--- config.mk ---
export PLATFORM = sky130hd
export DESIGN_NAME = serv_bus_arbiter
export DESIGN_NICKNAME = d
export VERILOG_FILES = /design/src/rtl/serv_bus_arbiter.sv
export SDC_FILE = /design/constraint.sdc
export NUM_CORES = 1
export LEC_CHECK = 0
export CORE_MARGIN = 10
export CORE_UTILIZATION = 22
export CTS_CLUSTER_SIZE = 40
export DETAILED_ROUTE_END_ITERATION = 7
export PLACE_DENSITY = 0.78
export SYNTH_ARGS = -nofsm -noshare
export SYNTH_HDL_FRONTEND = slang
export SYNTH_SLANG_ARGS = --single-unit
--- constraint.sdc ---
create_clock -name clk -period 2.4 [get_ports clk]
set_input_delay 0.6 -clock clk [delete_from_list [all_inputs] [get_ports clk]]
set_output_delay 0.6 -clock clk [all_outputs]
set_load 0.005 [all_outputs]
--- src/rtl/serv_bus_arbiter.sv ---
// serv_bus_arbiter: shares one Wishbone port between SERV's ibus and dbus,
// holding each grant until ack, abort or watchdog timeout.
module serv_bus_arbiter #(
    parameter int TIMEOUT_W  = 8,
    parameter int TIMEOUT_EN = 1
) (
    input  logic        clk,
    input  logic        i_rst,
    input  logic [31:0] i_ibus_adr,
    input  logic        i_ibus_cyc,
    output logic [31:0] o_ibus_rdt,
    output logic        o_ibus_ack,
    output logic        o_ibus_err,
    input  logic [31:0] i_dbus_adr,
    input  logic [31:0] i_dbus_dat,
    input  logic [3:0]  i_dbus_sel,
    input  logic        i_dbus_we,
    input  logic        i_dbus_cyc,
    output logic [31:0] o_dbus_rdt,
    output logic        o_dbus_ack,
    output logic        o_dbus_err,
    output logic [31:0] o_wb_adr,
    output logic [31:0] o_wb_dat,
    output logic [3:0]  o_wb_sel,
    output logic        o_wb_we,
    output logic        o_wb_cyc,
    input  logic [31:0] i_wb_rdt,
    input  logic        i_wb_ack
);
    typedef enum logic [1:0] {IDLE, GNT_I, GNT_D} state_t;

    state_t               state_q, state_d;
    logic                 last_q, last_d;
    logic [TIMEOUT_W-1:0] tmo_q, tmo_d;
    logic                 gnt_i, gnt_d, owner_cyc, timeout, wb_ack, done;

    assign gnt_i     = state_q == GNT_I;
    assign gnt_d     = state_q == GNT_D;
    assign owner_cyc = gnt_i ? i_ibus_cyc : gnt_d & i_dbus_cyc;
    assign timeout   = (TIMEOUT_EN != 0) && state_q != IDLE && (&tmo_q);
    assign wb_ack    = i_wb_ack & o_wb_cyc;
    // An owner dropping cyc, an ack, or the watchdog all end the grant.
    assign done      = state_q != IDLE && (!owner_cyc || wb_ack || timeout);

    assign o_wb_cyc = owner_cyc & !timeout;
    assign o_wb_adr = gnt_i ? i_ibus_adr : gnt_d ? i_dbus_adr : 32'h0;
    assign o_wb_dat = gnt_d ? i_dbus_dat : 32'h0;
    assign o_wb_sel = gnt_i ? 4'hf : gnt_d ? i_dbus_sel : 4'h0;
    assign o_wb_we  = gnt_d & i_dbus_we;

    assign o_ibus_ack = gnt_i & (wb_ack | timeout);
    assign o_dbus_ack = gnt_d & (wb_ack | timeout);
    assign o_ibus_err = gnt_i & timeout;
    assign o_dbus_err = gnt_d & timeout;
    assign o_ibus_rdt = timeout ? 32'h0 : i_wb_rdt;
    assign o_dbus_rdt = timeout ? 32'h0 : i_wb_rdt;

    always_ff @(posedge clk or posedge i_rst) begin
        if (i_rst) begin
            state_q <= IDLE;
            last_q  <= 1'b1;
            tmo_q   <= '0;
        end else begin
            state_q <= state_d;
            last_q  <= last_d;
            tmo_q   <= tmo_d;
        end
    end

    // last_q is 1 when dbus held the previous grant, so ties go to the other bus.
    always_comb begin
        state_d = state_q;
        last_d  = last_q;
        tmo_d   = '0;
        if (state_q == IDLE) begin
            state_d = i_ibus_cyc && (!i_dbus_cyc || last_q) ? GNT_I : i_dbus_cyc ? GNT_D : IDLE;
        end else if (done) begin
            state_d = IDLE;
            last_d  = gnt_d;
        end else begin
            tmo_d = tmo_q + 1'b1;
        end
    end
endmodule

After elaboration in Yosys (flattened, before gate mapping)
Index checks and enable logic that the tools add are counted.
Word-level totals
  bits in registers: 11
  input port bits: 138
  word-level logic and storage cells: 43
Cells by class
  equality and inequality tests: 2
  reductions and logical operators: 14
  add/subtract/negate cells: 1
  bitwise logic cells: 10
  mux-type cells: 13
Operators with widths (number)
  $mux W32: 4
  $mux W8: 2
  $add A8 B1 Y8 const B: 1
  $and A1 B1 Y1: 8
  $mux W2: 4
  $mux W4: 2
  $reduce_and A8 Y1: 1
  $reduce_bool A2 Y1: 2
  $logic_and A1 B1 Y1: 3
  $logic_not A1 Y1: 3
  $logic_or A1 B1 Y1: 3
  $eq A2 B1 Y1 const B: 1
  $eq A2 B2 Y1 const B: 1
  $logic_not A2 Y1: 1
  $reduce_and A2 Y1: 1
  $mux W1: 1
  $not A1 Y1: 1
  $or A1 B1 Y1: 1

Depth between registers and ports, before layout
Gate-level depths: netlist of the first run.
  word-level depth: 10
  mapped depth: 6

Least setup slack after synthesis of the first run
Ideal clock, no wire load.
  path kind: reg-to-output
  start point: reg tmo_q[0]
  end point: out o_ibus_rdt[10]
  cell stages (with the launch flop): 7
  arrival: 1.470 ns
  path buffers: 2
  data required time: 1.800 ns
  slack: 0.330 ns
  cells stage by stage: dfrtp_1 > ha_1 > nand3_1 > nor3_4 > buf_2 > nor2b_1 > buf_4
Between the ends
  word-level cells in the longest chain between the ends: 3
RTL lines
  from (decl): line 34  | logic [TIMEOUT_W-1:0] tmo_q, tmo_d;
  from (signal assigned): line 66  | tmo_q <= tmo_d;
  $reduce_and A8 Y1: line 40  | assign timeout = (TIMEOUT_EN != 0) && state_q != IDLE && (&tmo_q);
  $logic_and A1 B1 Y1: line 40
  $mux W32
  to (decl): line 11  | output logic [31:0] o_ibus_rdt,
No other way between the ends.

Worst setup path in the final report of the first run
  start point: reg state_q[0]
  end point: out o_wb_dat[25]
Between the ends
  word-level cells in the longest chain between the ends: 2
RTL lines
  from (decl): line 32  | state_t state_q, state_d;
  from (signal assigned): line 64  | state_q <= state_d;
  $eq A2 B2 Y1: line 38  | assign gnt_d = state_q == GNT_D;
  $mux W32: line 47  | assign o_wb_dat = gnt_d ? i_dbus_dat : 32'h0;
  to (decl): line 23  | output logic [31:0] o_wb_dat,
No other way between the ends.

==> results of run 1 <==
cell type report:
class	count	share of cell area
inverter	4	0.003252
timing repair buffer	309	0.6547
multi-input combinational	147	0.2453
sequential	11	0.06016
clock buffer	4	0.009756
tap	99	0.02683
state kept, by name, summed over array words and instances, names as in the netlist:
| register | flops |
|---|---|
| state_q | 2 |
| last_q | 1 |
| tmo_q | 8 |
power groups by stage:
stage	clock, W	combinational [W]	sequential [W]
floorplan	0	0.000726	0.000242
detailed placement	0	0.00193	0.000251
global placement	0	0.00191	0.000249
finish	0.000181	0.00199	0.000250
global route	0.000192	0.00213	0.000253
CTS	0.000183	0.00197	0.000248
routing by layer:
metal	GRT usage	vias to the layer above	part of all wire
li1	-	1216	-
met3	0.08144	10	0.11
met1	0.2029	1129	0.35
met4	0.03965	0	0.016
met2	0.3800	172	0.52
met5	0	-	0
stage by stage:
stage	std cells	setup slack [ns]	hold slack [ns]
floorplan	210	0.3302	0.4239
global placement	550	-0.3780	0.5071
detailed placement	550	-0.3717	0.5263
CTS	570	-0.1690	0.5334
global route	574	-0.03194	0.5487
finish	574	0.03835	0.5356
worst max-delay path, stage by stage (launching register included):
cell	delay [ns]
dfrtp_1	0.40
buf_6	0.14
nor2_4	0.09
buf_12	0.14
buf_16	0.12
and2_1	0.12
clkdlybuf4s50_1	0.51
path summary, 6_finish.rpt:
path / end / slack, ns / depth (start not counted)
worst min-delay path: last_q / 0.54 / 1
min in group asynchronous: tmo_q[1] / 0.66 / 2
max in group asynchronous: last_q / 1.42 / 2
worst min register to register: last_q / 0.54 / 1
worst max-delay path: o_wb_dat[25] / 0.04 / 6
worst max register to register: state_q[1] / 0.52 / 8
cell families after synthesis:
family | Yosys count | share of synthesized area
multiplexers | 1 | 0.01350
buffers and inverters | 52 | 0.2085
XOR/XNOR | 5 | 0.02626
AO/OA/AOI/OAI | 46 | 0.2371
AND/OR/NAND/NOR | 94 | 0.3413
adder cells (fa/ha/maj) | 1 | 0.007501
flip-flops | 11 | 0.1658
cells in the final DEF (no fill, tap or decap), drive strengths merged:
cell type        n
a21o             4
a21oi            2
a22o            33
a22oi            1
a2bb2oi          1
and2            34
and3             1
buf             39
bufbuf           1
clkbuf           7
clkdlybuf4s15   13
clkdlybuf4s50  139
dfrtp           10
dfstp            1
dlygate4sd2    109
dlymetal6s2s     5
ha               1
inv              4
mux2i            1
nand2            3
nand3            4
nor2            11
nor2b           36
nor3             1
nor4             1
o21ai            4
o31a             1
or2b             1
or3              2
xnor2            3
xor2             2
cell usage after synthesis, types with 4 or more instances:
| master | count |
|---|---|
| nor2b_1 | 35 |
| and2_1 | 34 |
| buf_4 | 34 |
| a22o_1 | 33 |
| dfrtp_1 | 10 |
| nor2_1 | 10 |
| buf_2 | 8 |
| a21o_1 | 4 |
| clkbuf_1 | 4 |
| inv_1 | 4 |
| nand3_1 | 4 |
repair_timing:
item,CTS,global route
gates cloned,6,0
hold buffers,0,0
buffers inserted,10,7
endpoints found under the setup margin,138,35
pin swaps,5,3
gates resized for setup,174,33
==> reports/results.txt, run 1 <==
IO buf count - 275
Via density - 4.402
Max Transition Viols Final - 0
Setup crit start kind - flop
Clock Latency Late Sink - 0.23 ns
VDD IR-drop max - 0.0002452 V
TritonCTS buffer count - 3
Sw Pwr - 0.0008709 W
CP required - 1.80 ns
Fraction of power consumed by combinational cells - 0.822
Die ar. - 0.01146 mm^2
Worst setup path startpoint - state_q[0]
Cell variety after synth - 33
DIE WIDTH - 107.1 um
Fin crit share - 0.9840
Root buf cell - clkbuf_8
Area growth syn-to-layout - 176.8%
Boundary Pins - 276
Share of the synthesized area in the top cell type - 0.1733
Asr flop ratio synth - 1.000
Internal - 0.001551 W
Initial antenna violation count - 0
Status - complete, no violations
Core Util, Final - 0.6298
Mean post-synth cell area - 7.942 um^2
Starting Density - 0.2275
Largest net degree at the start of global routing - 27
Die Ht - 107.1 um
Area after DPL - 0.004374 mm^2
Top post-synthesis cells by area - a22o_1 17%, buf_4 15%, dfrtp_1 15%
DRT Wirelength - 12.62 mm
Vias - 2527
Sink Count - 11
Setup Total Neg Slack - 0 ns
Post-synth top flop - dfrtp_1
Area leader, netlist - a22o_1
CP endpoint kind - output port
HP Start - last_q
Power density over cell area - 524.5 mW/mm^2
Slew HR - 0.7231
Final nets - 615
Vias in the first global route - 2820
Final setup viols - 0
GP Congestion - 0.8050
Syn nets - 349
First drt pass iteration count - 4
Clock network power share - 0.075
Remaining Overflow, GRT - 0
Clk buf depth - 2
Critical path class - flop to output port
Number of synthesized flops with an enable pin - 0
CP Max Fanout - 11
Core area - 0.007331 mm^2
Pwr Total - 0.002422 W
Leakage power - 2.341 nW
Wire per inst - 21.98 um
Reg clk slew, reported paths - 0.05 ns
N_diodes - 0
Max cap viols - 0
Syn Inst Count - 210
Number of synthesized register bits - 11
Register area share after synthesis - 0.1658
First-pass GRT wire length - 17.91 mm
Mapped Area - 0.001668 mm^2
Endpoints failing hold - 0
Starting DRT DRC Count - 87
H-tree depth - 1
Row count - 31
Worst-Margin Slew - 0.4149 ns
HP Class - flop to flop
CTS tree - done
Share of cells above drive strength 1 - 0.1516
WP data arrival - 1.76 ns
Final Skew - 0.001018 ns
HPWL Detailed - 10.66 mm
Post-Layout Inst Area - 0.004617 mm^2
Yosys warning count - 0
Post-route minimum period - 2.362 ns
Switching Share - 0.3596
Sequential share of power - 0.103
Multi-input logic area - 0.001132 mm^2
RSZ-0062 raised after global routing - yes
Drc violations - 0
Antenna-violating nets left - 0
Total global-route track usage - 0.2015
Fill cell count - 665
FF/Latch Area - 277.8 um^2
R2R Path Start - state_q[0]
Max Freq - 423.4 MHz
Power figures use the tool's default switching activity.
==> inputs of run 2 (changes only) <==
Settings changed: SKIP_LAST_GASP set to 1.
==> reports/results.txt, run 2 (synthesis gave the netlist of run 1 again) <==
CP required - 1.80 ns
Clk buf depth - 2
Vias - 2548
CP Max Fanout - 9
HP Start - last_q
GP Congestion - 0.8050
CTS tree - done
Area after DPL - 0.004374 mm^2
Status - finished, violations left
Fin crit share - 1.035
Die Ht - 107.1 um
GR Layer Usage met1 - 0.2019
DRT Wirelength - 12.90 mm
Clock Latency Late Sink - 0.23 ns
RSZ-0062 raised after global routing - yes
Reg clk slew, reported paths - 0.05 ns
Hold depth - 1
HPWL Detailed - 10.66 mm
RR Endpoint - state_q[1]
Via density - 4.378
Core Util, Final - 0.6571
Max reg flops - 8
Power density over cell area - 545.2 mW/mm^2
Endpoints failing hold - 0
VDD IR-drop max - 0.0002926 V
Root buf cell - clkbuf_8
IO buf count - 275
Max Transition Viols Final - 0
TritonCTS buffer count - 3
Largest net degree at the start of global routing - 27
Area growth syn-to-layout - 188.8%
Largest register by flop count - tmo_q
Worst Hold End - last_q
Final setup viols - 15
Gr busiest metal - met2
Total global-route track usage - 0.2020
Slew HR - 0.7223
CP endpoint kind - output port
Setup crit start kind - flop
Met3 usage - 0.08323
First drt pass iteration count - 4
Wire per inst - 22.16 um
Die ar. - 0.01146 mm^2
Max cap viols - 0
Drc violations - 0
R2R Path Start - state_q[1]
CTS Hold Bufs - 0
H-tree depth - 1
Final Skew - 0.001581 ns
Worst-Margin Slew - 0.4161 ns
Remaining Overflow, GRT - 0
Max Freq - 402.5 MHz
Boundary Pins - 276
Vias in the first global route - 2827
N_diodes - 0
Commonest non-fill, non-tap cells in the layout - 148 x clkdlybuf4s50_1, 80 x dlygate4sd2_1, 34 x and2_1, 34 x dlymetal6s2s_1, 33 x a22o_1
DIE WIDTH - 107.1 um
Initial antenna violation count - 0
Starting DRT DRC Count - 103
First-pass GRT wire length - 17.97 mm
Final nets - 623
Most common cell after layout, fill and taps aside - clkdlybuf4s50_1
Pwr Total - 0.002626 W
Critical path class - flop to output port
HP Class - flop to flop
Sink Count - 11
Setup Total Neg Slack - -0.7967 ns
Failing checks - setup timing
WP data arrival - 1.88 ns
R2R setup slack - 0.47 ns
Leakage power - 2.712 nW
Fill cell count - 645
Core area - 0.007331 mm^2
Worst reg-to-reg path cell count - 8
Starting Density - 0.2275
Setup ws final - -0.08457 ns
Antenna-violating nets left - 0
Share of cells above drive strength 1 - 0.1739
Row count - 31
Met2 usage - 0.3796
Post-route minimum period - 2.485 ns
Post-Layout Inst Area - 0.004817 mm^2
Registers with the most flip-flops - tmo_q: 8 flops, state_q: 2 flops, last_q: 1 flops
## run 2: how the worst max path moves through the flow
stage                     startpoint        endpoint  slack [ns]  cells after the start
after CTS                   tmo_q[0]      o_ibus_err       -0.17                      7
after floorplan             tmo_q[0]  o_ibus_rdt[10]        0.33                      6
after global routing      state_q[1]    o_wb_adr[28]       -0.13                      5
after detailed placement  i_ibus_cyc      o_ibus_ack       -0.37                      6
after global placement    i_ibus_cyc      o_dbus_ack       -0.38                      6
final                     state_q[1]     o_wb_adr[5]       -0.08                      5
## run 2: critical path: stages, from the launching register on
cell,delay [ns]
dfrtp_2,0.43
buf_4,0.16
nor2b_4,0.21
clkbuf_16,0.19
a22o_1,0.14
clkdlybuf4s50_1,0.52
## run 2: report_power, final
part	switching, W	leakage (nW)	internal [W]
sequential	0.0000258	0.147	0.000219
combinational	0.000807	2.54	0.00139
clock	0.0000643	0.0228	0.000116
total	0.000897	2.71	0.00173
## run 2: timing repair
action	CTS	global route
resized for setup	120	68
buffers inserted	10	12
pin swaps	5	3
cloned	6	2
hold endpoints to repair	0	0
endpoints found under the setup margin	138	75
## run 2: metrics by stage
stage                     hold WS, ns  std cells  worst slack (ns)
final                          0.5355        582          -0.08457
after detailed placement       0.5263        550           -0.3717
after floorplan                0.4239        210            0.3302
after global placement         0.5071        550           -0.3780
after global routing           0.5487        582           -0.1251
after CTS                      0.5334        570           -0.1690
## run 2: final cells by class
class / count / area [um^2] / area share
repair buffers: 317 / 3226 / 0.6696
multi-input cells: 147 / 1130 / 0.2345
flip-flops and latches: 11 / 277.8 / 0.05766
well taps: 99 / 123.9 / 0.02571
clock buffers: 4 / 45.04 / 0.009351
inverters: 4 / 15.01 / 0.003117
## run 2: per-layer routing
| layer | vias up | wire (um) |
|---|---|---|
| met4 | 0 | 241 |
| li1 | 1232 | - |
| met5 | - | 0 |
| met2 | 174 | 6747 |
| met3 | 12 | 1367 |
| met1 | 1130 | 4542 |
==> inputs of run 3 (changes only) <==
Clock period 2.4 ns to 2.65 ns, I/O delays scaled along.
==> reports/results.txt, run 3 (synthesis gave the netlist of run 1 again) <==
Sink Count - 11
Max Freq - 372.2 MHz
First drt pass iteration count - 4
Reg clk slew, reported paths - 0.05 ns
Max Transition Viols Final - 0
Fin crit share - 1.014
Antenna-violating nets left - 0
Drc violations - 0
CP required - 1.99 ns
Remaining Overflow, GRT - 0
Boundary Pins - 276
Total global-route track usage - 0.1868
H-tree depth - 1
Wire per inst - 22.20 um
Max cap viols - 0
VDD IR-drop max - 0.0002717 V
Final Skew - 0.007572 ns
CTS tree - done
Area after DPL - 0.004337 mm^2
HP Class - flop to flop
Vias in the first global route - 2623
Largest register by flop count - tmo_q
Critical path class - flop to output port
Status - finished, violations left
HPWL Detailed - 10.50 mm
Area growth syn-to-layout - 183.9%
Tightest hold margin - 0.5328 ns
WP data arrival - 2.02 ns
GP Congestion - 0.8019
Most common cell after layout, fill and taps aside - clkdlybuf4s50_1
Clk buf depth - 2
Worst-Margin Slew - 0.4246 ns
Share of cells above drive strength 1 - 0.1228
Clock Latency Late Sink - 0.25 ns
Final setup viols - 2
Endpoints failing hold - 0
CP endpoint kind - output port
CP Max Fanout - 18
Registers with the most flip-flops - tmo_q: 8 flops, state_q: 2 flops, last_q: 1 flops
Root buf cell - clkbuf_8
TritonCTS buffer count - 3
IO buf count - 275
DRT Wirelength - 12.50 mm
Slew HR - 0.7166
Die Ht - 107.1 um
First-pass GRT wire length - 16.52 mm
Commonest non-fill, non-tap cells in the layout - 237 x clkdlybuf4s50_1, 34 x and2_1, 33 x a22o_1
Via density - 4.490
Leakage power - 2.176 nW
Starting Density - 0.2275
Vias - 2528
Largest net degree at the start of global routing - 43
Post-route minimum period - 2.687 ns
RSZ-0062 raised after global routing - yes
Setup ws final - -0.03687 ns
Final nets - 604
Max reg flops - 8
Initial antenna violation count - 0
Die ar. - 0.01146 mm^2
Failing checks - setup timing
Power density over cell area - 489.7 mW/mm^2
Row count - 31
DIE WIDTH - 107.1 um
Post-Layout Inst Area - 0.004735 mm^2
Core area - 0.007331 mm^2
Setup crit start kind - flop
Starting DRT DRC Count - 67
N_diodes - 0
-- run 3: cell type report --
class,count,area [um^2]
tap,99,123.9
timing repair buffer,298,3161
clock buffer,4,45.04
fill,580,2596
inverter,4,15.01
sequential,11,277.8
multi-input combinational,147,1112
-- run 3: path summary, 6_finish.rpt --
kind,from,end,slack (ns),cells past startpoint
worst min register to register,last_q,last_q,0.53,1
worst max-delay path,tmo_q[1],o_ibus_rdt[29],-0.04,7
worst max register to register,state_q[1],state_q[1],0.76,8
worst min-delay path,last_q,last_q,0.53,1
min in group asynchronous,i_rst,tmo_q[1],0.71,2
max in group asynchronous,i_rst,last_q,1.62,2
-- run 3: timing repair --
action / 4_1_cts / 5_1_grt
gates resized for setup: 14 / 50
setup buffers: 5 / 4
setup endpoints to repair: 70 / 87
pin swaps: 6 / 5
gates cloned: 1 / 4
hold buffers: 0 / 0
-- run 3: per-stage QoR --
step	total power (W)	utilization	setup TNS [ns]	worst slack, ns	std cells
after detailed placement	0.001963	0.5916	-0.7549	-0.2557	545
after global placement	0.001950	0.5916	-0.6990	-0.2403	545
after floorplan	0.0008770	-	0	0.5177	210
after CTS	0.002161	0.6098	-0.3723	-0.05221	555
after global routing	0.002447	0.6458	-0.9613	-0.07727	563
final	0.002318	0.6458	-0.07045	-0.03687	563
-- run 3: power by group --
part	switching, W	internal, W	total [W]
sequential	0.0000286	0.000198	0.000226
combinational	0.000686	0.00123	0.00192
clock	0.0000680	0.000106	0.000174
-- run 3: critical path: stages (launching register included) --
cell and delay, ns:
dfrtp_1 0.38, ha_2 0.20, nand3_2 0.10, nor3_4 0.05, buf_6 0.12, buf_12 0.14
nor2b_1 0.21, clkdlybuf4s50_1 0.57
-- run 3: routing by layer --
| layer | part of all wire | up-vias | global-route usage | wire length [um] |
|---|---|---|---|---|
| met5 | 0 | - | 0 | 0 |
| met4 | 0.020 | 0 | 0.05029 | 248 |
| met3 | 0.12 | 15 | 0.08802 | 1464 |
| met2 | 0.52 | 175 | 0.3556 | 6525 |
| met1 | 0.34 | 1153 | 0.1731 | 4260 |
| li1 | - | 1185 | - | - |
